**src/rtl/seq_detect_frame_ctrl_pkg.sv**
```systemverilog
// Shared types and constants for the framed serial pattern detector.
// Imported by the controller top level.
package seq_detect_pkg;

  typedef enum logic [1:0] {
    S_IDLE,
    S_RUN,
    S_DONE
  } state_e;

  localparam logic [3:0] DEFAULT_PATTERN = 4'b1011;

endpackage

```
**src/rtl/seq_detect_frame_ctrl_window.sv**
```systemverilog
// Sliding bit history plus fill level for the pattern matcher.
// The match output is combinational from the stored history and the incoming bit.
module pattern_window #(
  parameter int               PAT_W   = 4,
  parameter logic [PAT_W-1:0] PATTERN = 4'b1011
) (
  input  logic i_clk,
  input  logic i_rst_n,
  input  logic i_clear,
  input  logic i_shift_en,
  input  logic i_bit_in,
  output logic o_match
);

  localparam int FW = $clog2(PAT_W + 1);

  logic [PAT_W-2:0] r_hist;
  logic [FW-1:0]    r_fill;
  logic [PAT_W-1:0] w_win;

  assign w_win = {r_hist, i_bit_in};

  always_ff @(posedge i_clk) begin
    if (!i_rst_n || i_clear) begin
      r_hist <= '0;
      r_fill <= '0;
    end else if (i_shift_en) begin
      r_hist <= w_win[PAT_W-2:0];
      if (r_fill != FW'(PAT_W))
        r_fill <= r_fill + 1'b1;
    end
  end

  assign o_match = i_shift_en
                && (r_fill >= FW'(PAT_W - 1))
                && (w_win == PATTERN);

endmodule

```
**src/rtl/seq_detect_frame_ctrl.sv**
```systemverilog
// Frame controller: accepts frame_len bits, counts pattern matches,
// records the first match index and pulses done at end of frame.
module seq_detect_frame_ctrl
  import seq_detect_pkg::*;
#(
  parameter int               PAT_W   = 4,
  parameter logic [PAT_W-1:0] PATTERN = DEFAULT_PATTERN,
  parameter int               LEN_W   = 10,
  parameter int               CNT_W   = 8
) (
  input  logic             i_clock,
  input  logic             i_reset,
  input  logic             i_start,
  input  logic [LEN_W-1:0] i_frame_len,
  input  logic             i_bit_in,
  input  logic             i_bit_valid,
  output logic             o_bit_ready,
  output logic             o_busy,
  output logic             o_match_pulse,
  output logic [CNT_W-1:0] o_match_count,
  output logic             o_first_found,
  output logic [LEN_W-1:0] o_first_match_idx,
  output logic             o_done
);

  state_e r_state;
  state_e w_next;

  logic [LEN_W-1:0] r_remaining;
  logic [LEN_W-1:0] r_idx;
  logic [CNT_W-1:0] r_count;
  logic             r_found;
  logic [LEN_W-1:0] r_first_idx;
  logic             r_pulse;

  logic w_accept;
  logic w_last;
  logic w_launch;
  logic w_match;

  assign w_accept = (r_state == S_RUN) && i_bit_valid;
  assign w_last   = w_accept && (r_remaining == LEN_W'(1));
  assign w_launch = (r_state == S_IDLE) && i_start;

  pattern_window #(
    .PAT_W   (PAT_W),
    .PATTERN (PATTERN)
  ) u_window (
    .i_clk      (i_clock),
    .i_rst_n    (i_reset),
    .i_clear    (w_launch),
    .i_shift_en (w_accept),
    .i_bit_in   (i_bit_in),
    .o_match    (w_match)
  );

  always_ff @(posedge i_clock) begin
    if (!i_reset)
      r_state <= S_IDLE;
    else
      r_state <= w_next;
  end

  always_comb begin
    w_next = r_state;
    unique case (r_state)
      S_IDLE: begin
        if (i_start)
          w_next = (i_frame_len != '0) ? S_RUN : S_DONE;
      end
      S_RUN: begin
        if (w_last)
          w_next = S_DONE;
      end
      S_DONE:  w_next = S_IDLE;
      default: w_next = S_IDLE;
    endcase
  end

  // Results hold from DONE until the next accepted start clears them.
  always_ff @(posedge i_clock) begin
    if (!i_reset) begin
      r_remaining <= '0;
      r_idx       <= '0;
      r_count     <= '0;
      r_found     <= 1'b0;
      r_first_idx <= '0;
      r_pulse     <= 1'b0;
    end else begin
      r_pulse <= 1'b0;
      if (w_launch) begin
        r_remaining <= i_frame_len;
        r_idx       <= '0;
        r_count     <= '0;
        r_found     <= 1'b0;
        r_first_idx <= '0;
      end else if (w_accept) begin
        r_remaining <= r_remaining - 1'b1;
        r_idx       <= r_idx + 1'b1;
        if (w_match) begin
          r_pulse <= 1'b1;
          if (r_count != {CNT_W{1'b1}})
            r_count <= r_count + 1'b1;
          if (!r_found) begin
            r_found     <= 1'b1;
            r_first_idx <= r_idx;
          end
        end
      end
    end
  end

  assign o_bit_ready       = (r_state == S_RUN);
  assign o_busy            = (r_state != S_IDLE);
  assign o_done            = (r_state == S_DONE);
  assign o_match_pulse     = r_pulse;
  assign o_match_count     = r_count;
  assign o_first_found     = r_found;
  assign o_first_match_idx = r_first_idx;

endmodule

```
**config.mk**
```make
export PLATFORM = sky130hd
export DESIGN_NAME = seq_detect_frame_ctrl
export DESIGN_NICKNAME = d
export VERILOG_FILES = /design/src/rtl/seq_detect_frame_ctrl_pkg.sv /design/src/rtl/seq_detect_frame_ctrl_window.sv /design/src/rtl/seq_detect_frame_ctrl.sv
export SDC_FILE = /design/constraint.sdc
export NUM_CORES = 1
export LEC_CHECK = 0
export CORE_MARGIN = 4
export CORE_UTILIZATION = 55
export DETAILED_ROUTE_END_ITERATION = 7
export HOLD_SLACK_MARGIN = 0.08
export PLACE_DENSITY_LB_ADDON = 0.2
export SLEW_MARGIN = 20
export SYNTH_ARGS = -nofsm -noshare
export SYNTH_HDL_FRONTEND = slang
export SYNTH_SLANG_ARGS = --single-unit
export TNS_END_PERCENT = 5
```
**constraint.sdc**
```tcl
create_clock -name i_clock -period 4 [get_ports i_clock]
set_input_delay 1.2 -clock i_clock [delete_from_list [all_inputs] [get_ports i_clock]]
set_output_delay 1.2 -clock i_clock [all_outputs]
set_load 0.02 [all_outputs]
```
; ---- After elaboration in Yosys (flattened, before gate mapping)
; Cells that the tools add are included.
[word_totals]
mem_bits_rw = 0
rom_bits = 0
in_bits = 15
latchBits = 0
elab_cells = 50
memories = 0
ff_bits = 48
[op_classes]
n_eq_ne = 8
shifts = 0
addsub = 4
div = 0
bitwise = 3
mul = 0
muxes = 7
n_lt_le_gt_ge = 1
reduce_logical = 18
[ops]
columns = operator, n
row1 = $mux W10, 2
row2 = $add A10 B1 Y10 const B, 1
row3 = $eq A10 B1 Y1 const B, 1
row4 = $reduce_bool A10 Y1, 1
row5 = $sub A10 B1 Y10 const B, 1
row6 = $add A8 B1 Y8 const B, 1
row7 = $ne A8 B8 Y1 const B, 1
row8 = $mux W2, 3
row9 = $reduce_and A2 Y1, 3
row10 = $reduce_and A3 Y1, 2
row11 = $logic_and A1 B1 Y1, 5
row12 = $eq A4 B4 Y1 const B, 1
row13 = $pmux W2 S2, 1
row14 = $reduce_bool A2 Y1, 2
row15 = $add A3 B1 Y3 const B, 1
row16 = $ge A3 B2 Y1 const B, 1
row17 = $ne A3 B3 Y1 const B, 1
row18 = $not A1 Y1, 3
row19 = $reduce_or A3 Y1, 1
row20 = $eq A2 B1 Y1 const B, 1
row21 = $eq A2 B2 Y1 const B, 1
row22 = $logic_not A2 Y1, 1
row23 = $ne A2 B1 Y1 const B, 1
row24 = $ne A2 B2 Y1 const B, 1
row25 = other kinds (4), 4

; ---- Longest topological paths before layout
; Gate-level depths: netlist of run 1.
[logic_depth]
ltp_word = 5
depth_mapped = 8
depth_no_buf = 6

; ---- By module
; Synthesis of run 1 repeated with hierarchy kept, for this count alone.
[unflattened]
hier_cells = 266
hier_area_um2 = 2248.4
[by_module_without_submodules]
columns = mod, instances, area_each_um2, seq_area_each_um2, cells_each
row1 = seq_detect_frame_ctrl, 1, 1946.9, 840.8, 234
row2 = pattern_window, 1, 301.5, 120.1, 32

; ---- Worst setup path before layout of run 1
; No wires, ideal clock.
[synth_path]
path_kind = input -> register
start = input i_bit_in
end = register r_count[4], in the netlist o_match_count[4]
setup_ns = 0.070
required_time_ns = 3.930
cell_stages = 5
path_slack_ns = 1.540
t_arrival_ns = 2.391
path_cell_list = nand4b_1 or3_1 clkbuf_2 or4_1 a21oi_1
[synth_via]
elab_chain_cells = 3
[synth_lines]
columns = element, line
row1 = from (decl), seq_detect_frame_ctrl.sv:15  ; input logic i_bit_in,
row2 = $eq A4 B4 Y1, seq_detect_frame_ctrl_window.sv:36  ; && (w_win == PATTERN);
row3 = $logic_and A1 B1 Y1, seq_detect_frame_ctrl_window.sv:36
row4 = $reduce_and A3 Y1 (no line), n/a
row5 = to (signal assigned), seq_detect_frame_ctrl.sv:103  ; r_count <= r_count + 1'b1;
row6 = to (decl), seq_detect_frame_ctrl.sv:31  ; logic [CNT_W-1:0] r_count;
; Every way passes these cells.
; A chain may end at the register's enable or synchronous reset.

; ---- Worst setup path in the final report of run 1
[layout_path]
start = input i_bit_valid
end = register r_count[3], in the netlist o_match_count[3]
[layout_via]
elab_chain_cells = 4
[layout_lines]
columns = element, line
row1 = from (decl), seq_detect_frame_ctrl.sv:16  ; input logic i_bit_valid,
row2 = $logic_and A1 B1 Y1 *, seq_detect_frame_ctrl.sv:41  ; assign w_accept = (r_state == S_RUN) && i_bit_valid;
row3 = $logic_and A1 B1 Y1, seq_detect_frame_ctrl_window.sv:35  ; && (r_fill >= FW'(PAT_W - 1))
row4 = $logic_and A1 B1 Y1, seq_detect_frame_ctrl_window.sv:36
row5 = $reduce_and A3 Y1 (no line) *, n/a
; Every way passes the cells marked *; elsewhere a longest branch is shown, timed or not.

==> results of run 1 <==
Yosys cell counts (2+ instances only):
| master | instances | area (sq um) |
|---|---|---|
| a211oi_1 | 3 | 22.5 |
| a21boi_0 | 3 | 22.5 |
| a21oi_1 | 24 | 120 |
| a31oi_1 | 2 | 12.5 |
| and2_1 | 5 | 31.3 |
| and3_1 | 4 | 25.0 |
| buf_2 | 3 | 15.0 |
| clkbuf_1 | 9 | 33.8 |
| dfxtp_1 | 48 | 961 |
| ha_1 | 7 | 87.6 |
| inv_1 | 6 | 22.5 |
| nand2_1 | 33 | 124 |
| nand2b_1 | 2 | 12.5 |
| nand3_1 | 8 | 40.0 |
| nand4_1 | 3 | 18.8 |
| nor2_1 | 19 | 71.3 |
| nor2b_1 | 3 | 18.8 |
| nor3_1 | 4 | 20.0 |
| nor4_1 | 2 | 12.5 |
| o211ai_1 | 4 | 30.0 |
| o21a_1 | 2 | 15.0 |
| o21ai_0 | 19 | 95.1 |
| o221ai_1 | 2 | 17.5 |
| o2bb2a_1 | 2 | 20.0 |
| o311ai_0 | 2 | 17.5 |
| o31ai_1 | 4 | 30.0 |
| or3_1 | 6 | 37.5 |
| or4_1 | 4 | 30.0 |
| xnor2_1 | 2 | 17.5 |
| xor2_1 | 8 | 70.1 |
worst max path at each step:
stage	from	end	slack, ns	cells after the start
2_1_floorplan	i_bit_in	o_match_count[4]	1.54	5
3_3_place_gp	i_bit_valid	o_match_count[3]	0.71	6
3_5_place_dp	i_bit_valid	o_match_count[3]	0.69	6
4_1_cts	i_bit_valid	o_match_count[3]	1.00	6
5_1_grt	i_bit_valid	o_match_count[3]	0.87	6
6_report	i_bit_valid	o_match_count[3]	0.98	6
routing by layer:
metal  track usage  up-vias  part of all wire
met4        0.0710        0            0.0059
met2         0.321       52              0.47
met1         0.255      954              0.47
li1              -     1025                 -
met3        0.0526        2             0.049
met5             0        -                 0
final cells by class:
type	instances	area [sq um]
Timing Repair Buffer	42	420
Fill cell	340	1200
Sequential cell	48	961
Tap cell	50	62.6
Inverter	6	22.5
Multi-Input combinational cell	197	1210
Clock buffer	7	86.3
Clock inverter	1	7.51
flip-flops by register name, summed over array words and instances, names as in the netlist:
| signal | flops |
|---|---|
| o_first_found | 1 |
| o_first_match_idx | 10 |
| o_match_count | 8 |
| o_match_pulse | 1 |
| r_idx | 10 |
| r_remaining | 10 |
| r_state | 2 |
| u_window.r_fill | 3 |
| u_window.r_hist | 3 |
cell usage in the layout, fill, tap and decap left out, types with 3 or more instances in the layout:
master and n:
dfxtp_1 48, or3_1 6, o21ai_0 19, and3_1 4, and2_1 5, buf_4 4
nand4_1 3, a21boi_0 3, clkdlybuf4s50_1 37, ha_1 7, o31ai_1 4, inv_1 6
clkbuf_8 6, a21oi_1 24, o211ai_1 4, nand3_1 8, nor2_1 19, xor2_1 8
a211oi_1 3, nand2_1 33, nor3_1 4, nor2b_1 3, or4_1 4
power by group through the flow:
stage	registers [mW]	logic [mW]	clock network, mW
after detailed placement	0.520	0.128	0
after global placement	0.520	0.126	0
after global routing	0.512	0.142	0.323
final	0.509	0.128	0.295
after CTS	0.509	0.129	0.305
after floorplan	0.514	0.0885	0
logic make-up after synthesis:
| logic type | synth area share |
|---|---|
| XOR/XNOR | 0.0388 |
| AO/OA/AOI/OAI | 0.210 |
| adder cells (fa/ha/maj) | 0.0388 |
| flip-flops | 0.426 |
| buffers and inverters | 0.0372 |
| multiplexers | 0.00444 |
| AND/OR/NAND/NOR | 0.245 |
stage by stage:
stage / instances / hold slack (ns) / util
2_1_floorplan: 265 / 0.436 / -
3_3_place_gp: 343 / 0.443 / 0.674
3_5_place_dp: 343 / 0.463 / 0.674
4_1_cts: 351 / 0.480 / 0.698
5_1_grt: 351 / 0.512 / 0.698
6_report: 351 / 0.480 / 0.698
worst max-delay path: cells and delay by family:
| family | cells | cell delay [ns] |
|---|---|---|
| AOI/OAI and AO/OA | 1 | 0.14 |
| buffers and inverters | 2 | 0.80 |
| and+or+nand+nor | 3 | 1.08 |
==> run_results.csv, run 1 <==
group,metric,value,unit
outcome,status,"complete, no violations",
power_and_ir_drop,ir_worst_vdd,0.000228,V
route,dr.pass1.iters,4,
final_layout,final_cell_area,0.00277,sq mm
route,drt_iter0_drc,142,
clock_tree,clock-root-buffer,"clkbuf_8",
logic_synthesis,synthDistinctLibCells,52,
route,vias_per_cell,5.79,
power_and_ir_drop,switching_power,0.240,mW
route,post_drt_wl_per_cell,13.9,um
hold_path,min_delay_path_depth,2,
grt,first_global_vias,1906,
placement,gp_congestion,0.781,
clock_tree,post_cts_buffers,0,
grt,grt_pass1_wl,8.25,mm
setup_path,crit_top_cell,"or3_1",
hold_path,hold_class,"reg -> reg",
setup_path,r2r_cells,7,
logic_synthesis,syn-cell-area,0.00226,sq mm
logic_synthesis,async_flop_share,0,
timing,grt_setup_unrepaired,"no",
logic_synthesis,ys.warnings.count,0,
grt,globalRouteOverflowTotal,0,
setup_path,path_class,"in -> reg",
clock_tree,cts_max_level,2,
clock_tree,ctsResizeCount,0,
setup_path,r2r_start,"u_window.r_fill[0]",
final_layout,layout-drive-gt1-share,0.0532,
clock_tree,clock_path_buffers,2,
route,drc,0,
clock_tree,clk_latency,0.29,ns
grt,grt_start_max_net_pins,23,
power_and_ir_drop,total_power,0.933,mW
setup_path,crit_path_start_kind,"primary input",
timing,worstMarginPinSlew,0.519,ns
power_and_ir_drop,clockPowerShare,0.316,
setup_path,end_kind,"flop",
timing,fin_crit,3.02,ns
power_and_ir_drop,switching_share,0.257,
setup_path,r2r_end,"o_match_count[6]",
timing,slew_violations,0,
logic_synthesis,netlist_instances,265,
die,die_y,72.0,um
setup_path,cp_cell_sequence,"clkdlybuf4s50_1 -> nand3b_4 -> or3_1 -> buf_4 -> or3_1 -> a21oi_1",
die,die_area,0.00519,sq mm
clock_tree,cts_sinks,48,
route,routed_wl,4.88,mm
hold_path,min_to,"u_window.r_hist[1]",
route,dr_total_vias,2033,
die,num_rows,23,
die,num_io_pins,38,
setup_path,slowest_stage,"or3_1",
timing,worst_slack,0.984,ns
logic_synthesis,synth-edff-count,0,
setup_path,arrival,3.24,ns
timing,maxClockFrequency,332,MHz
clock_tree,cts_buffers,5,
placement,dpl.hpwl,3.58,mm
power_and_ir_drop,cellLeakagePower,0.964,nW
clock_tree,hold_buffers,0,
logic_synthesis,synth_seq_cells,48,
setup_path,slowest_delay,0.57,ns
power_and_ir_drop,powerDensity,337,mW/mm^2
setup_path,worstPathRequired,4.22,ns
die,start_util,0.568,
clock_tree,clkTransAtPathRegs,0.09,ns
setup_path,regToRegSetupSlack,1.88,ns
grt,grt_usage,0.198,
die,core_area,0.00397,sq mm
timing,tns,0,ns
final_layout,areaGrowthSynthToFinish,22.9,%
clock_tree,cts_tree,"done",
die,die_w,72.0,um
hold_path,hp-start,"u_window.r_hist[0]",
final_layout,finalNetCount,322,
power_and_ir_drop,seqPwrFrac,0.546,
timing,final_hold_viol_count,0,
power_and_ir_drop,p_comb_frac,0.138,
logic_synthesis,synth-seq-area-share,0.426,
setup_path,cp_max_fo,13,
placement,dpl_cell_area,0.00268,sq mm
final_layout,antenna_cells,0,
job,max_cap_violations,0,
route,postRouteAntennaNets,0,
timing,finalSetupViolCount,0,
placement,port_buffers,37,
placement,pre_cts_slack,0.691,ns
logic_synthesis,synth_ff_type,"dfxtp_1",
power_and_ir_drop,internal_power,0.693,mW
timing,finClkSkew,0.00597,ns
logic_synthesis,syn_avg_cell_area,8.51,sq um
timing,period_share,0.754,
timing,slew_headroom,0.653,
grt,antenna_found_initial,0,
logic_synthesis,synth_nets,287,
Power figures use the tool's default switching activity.
==> inputs of run 2 (changes only) <==
--- a/config.mk
+++ b/config.mk
@@ -6,7 +6,7 @@
 export NUM_CORES = 1
 export LEC_CHECK = 0
 export CORE_MARGIN = 4
-export CORE_UTILIZATION = 55
+export CORE_UTILIZATION = 47
 export DETAILED_ROUTE_END_ITERATION = 7
 export HOLD_SLACK_MARGIN = 0.08
 export PLACE_DENSITY_LB_ADDON = 0.2
==> constraint.sdc (replaced) <==
create_clock -name i_clock -period 2.7 [get_ports i_clock]
set_input_delay 0.81 -clock i_clock [delete_from_list [all_inputs] [get_ports i_clock]]
set_output_delay 0.81 -clock i_clock [all_outputs]
set_load 0.02 [all_outputs]
==> run_results.csv, run 2 (synthesized netlist as in run 1, its figures left out) <==
group,metric,value,unit
clock_tree,clock_path_buffers,2,
die,core_area,0.00450,sq mm
grt,grt_pass1_wl,9.00,mm
timing,slew_violations,0,
grt,first_global_vias,1936,
route,wl_met1,2.44,mm
final_layout,layout-drive-gt1-share,0.0897,
clock_tree,clock-root-buffer,"clkbuf_8",
timing,finClkSkew,0.00329,ns
grt,globalRouteOverflowTotal,0,
route,route.met2.wl,2.59,mm
die,num_io_pins,38,
grt,grt_usage,0.182,
route,post_drt_wl_per_cell,14.4,um
die,die_area,0.00597,sq mm
die,die_w,77.3,um
setup_path,critPathLaunch,"r_state[0]",
timing,period_share,0.926,
timing,final_hold_viol_count,0,
power_and_ir_drop,total_power,1.47,mW
clock_tree,clkTransAtPathRegs,0.09,ns
placement,port_buffers,37,
route,routed_wl,5.24,mm
final_layout,finish.utilization,0.635,
clock_tree,ctsResizeCount,0,
die,die_y,77.3,um
hold_path,min_to,"o_first_match_idx[9]",
final_layout,areaGrowthSynthToFinish,26.8,%
route,dr.max_layer_used,"met4",
hold_path,hp-start,"r_idx[9]",
job,max_cap_violations,0,
setup_path,slowest_delay,0.64,ns
setup_path,r2r_cells,7,
setup_path,slowest_stage,"clkdlybuf4s50_1",
final_layout,layout_commonest_cell,"dfxtp_1",
setup_path,crit_buf_inv,1,
hold_path,min_delay_path_depth,2,
power_and_ir_drop,cellLeakagePower,1.02,nW
route,dr_wl_met3,185,um
final_layout,finalNetCount,333,
grt,grt_start_max_net_pins,21,
placement,dp_cells,356,
clock_tree,clk_latency,0.30,ns
grt,antenna_found_initial,0,
placement,gp_congestion,0.848,
route,dr.pass1.iters,4,
power_and_ir_drop,powerDensity,514,mW/mm^2
setup_path,regToRegSetupSlack,0.76,ns
setup_path,cp_cell_sequence,"nor2b_1 -> clkdlybuf4s50_1",
outcome,status,"complete, no violations",
timing,worst_hold_slack,0.473,ns
timing,slew_headroom,0.626,
final_layout,layout_common_cells,"dfxtp_1 (48), clkdlybuf4s50_1 (37), nand2_1 (33), a21oi_1 (24)",
setup_path,end_kind,"output port",
setup_path,path_class,"reg -> out",
route,vias_per_cell,5.75,
clock_tree,cts_buffers,5,
die,num_rows,24,
timing,grt_setup_unrepaired,"no",
hold_path,hold_class,"reg -> reg",
power_and_ir_drop,ir_worst_vdd,0.000344,V
setup_path,cp_max_fo,9,
setup_path,arrival,1.69,ns
setup_path,worstPathRequired,1.89,ns
route,drt_iter0_drc,142,
clock_tree,cts_max_level,2,
final_layout,stdcell_count,364,
setup_path,r2r_end,"o_match_count[3]",
clock_tree,hold_buffers,0,
timing,finalSetupViolCount,0,
die,start_util,0.501,
setup_path,r2r_start,"u_window.r_fill[1]",
route,dr_total_vias,2094,
clock_tree,cts_tree,"done",
timing,fin_crit,2.50,ns
route,drc,0,
placement,dpl.hpwl,3.81,mm
route,postRouteAntennaNets,0,
timing,tns,0,ns
final_layout,antenna_cells,0,
timing,worstMarginPinSlew,0.557,ns
setup_path,cpLargestDelayFamily,"buffers and inverters",
setup_path,crit_path_start_kind,"flop",
timing,maxClockFrequency,400,MHz
clock_tree,post_cts_buffers,0,
clock_tree,cts_sinks,48,
run 2: changes by cell type in the layout (fill, tap and decap cells not counted):
cell / delta
buf_12: -1
clkbuf_1: -1
bufinv_16: +1
buf_4: +12
clkbuf_8: -1
clkinv_2: +1
run 2: how the worst max path moves through the flow:
stage	end	slack (ns)	depth (start not counted)
floorplan	o_match_count[4]	0.63	5
global placement	o_match_count[0]	0.11	6
detailed placement	o_match_count[0]	0.08	6
CTS	o_bit_ready	0.19	2
global route	o_bit_ready	0.07	2
finish	o_bit_ready	0.20	2
run 2: through the flow:
step                instance area, sq um  setup slack, ns
floorplan                           2260            0.630
CTS                                 2860            0.193
global route                        2860           0.0692
finish                              2860            0.199
global placement                    2750            0.111
detailed placement                  2750           0.0763
run 2: where the power goes:
group / leakage (nW) / internal (mW) / switching [mW]
Clock: 0.0541 / 0.274 / 0.244
Combinational: 0.577 / 0.0942 / 0.103
Sequential: 0.389 / 0.729 / 0.0264
Total: 1.02 / 1.10 / 0.374
run 2: area by class of cell:
cell class | count | area, sq um
timing repair buffer | 53 | 490
multi-input combinational | 197 | 1210
fill | 408 | 1640
tap | 52 | 65.1
sequential | 48 | 961
inverter | 6 | 22.5
clock inverter | 3 | 42.5
clock buffer | 5 | 68.8
run 2: routing by layer:
metal | vias to the layer above | global-route usage
met5 | - | 0
met4 | 0 | 0.0302
met3 | 4 | 0.0515
met2 | 40 | 0.292
met1 | 998 | 0.247
li1 | 1052 | -
run 2: worst min-delay path: stages (launching register included):
cell     delay (ns)
dfxtp_1        0.33
nand2_1        0.06
a21oi_1        0.05
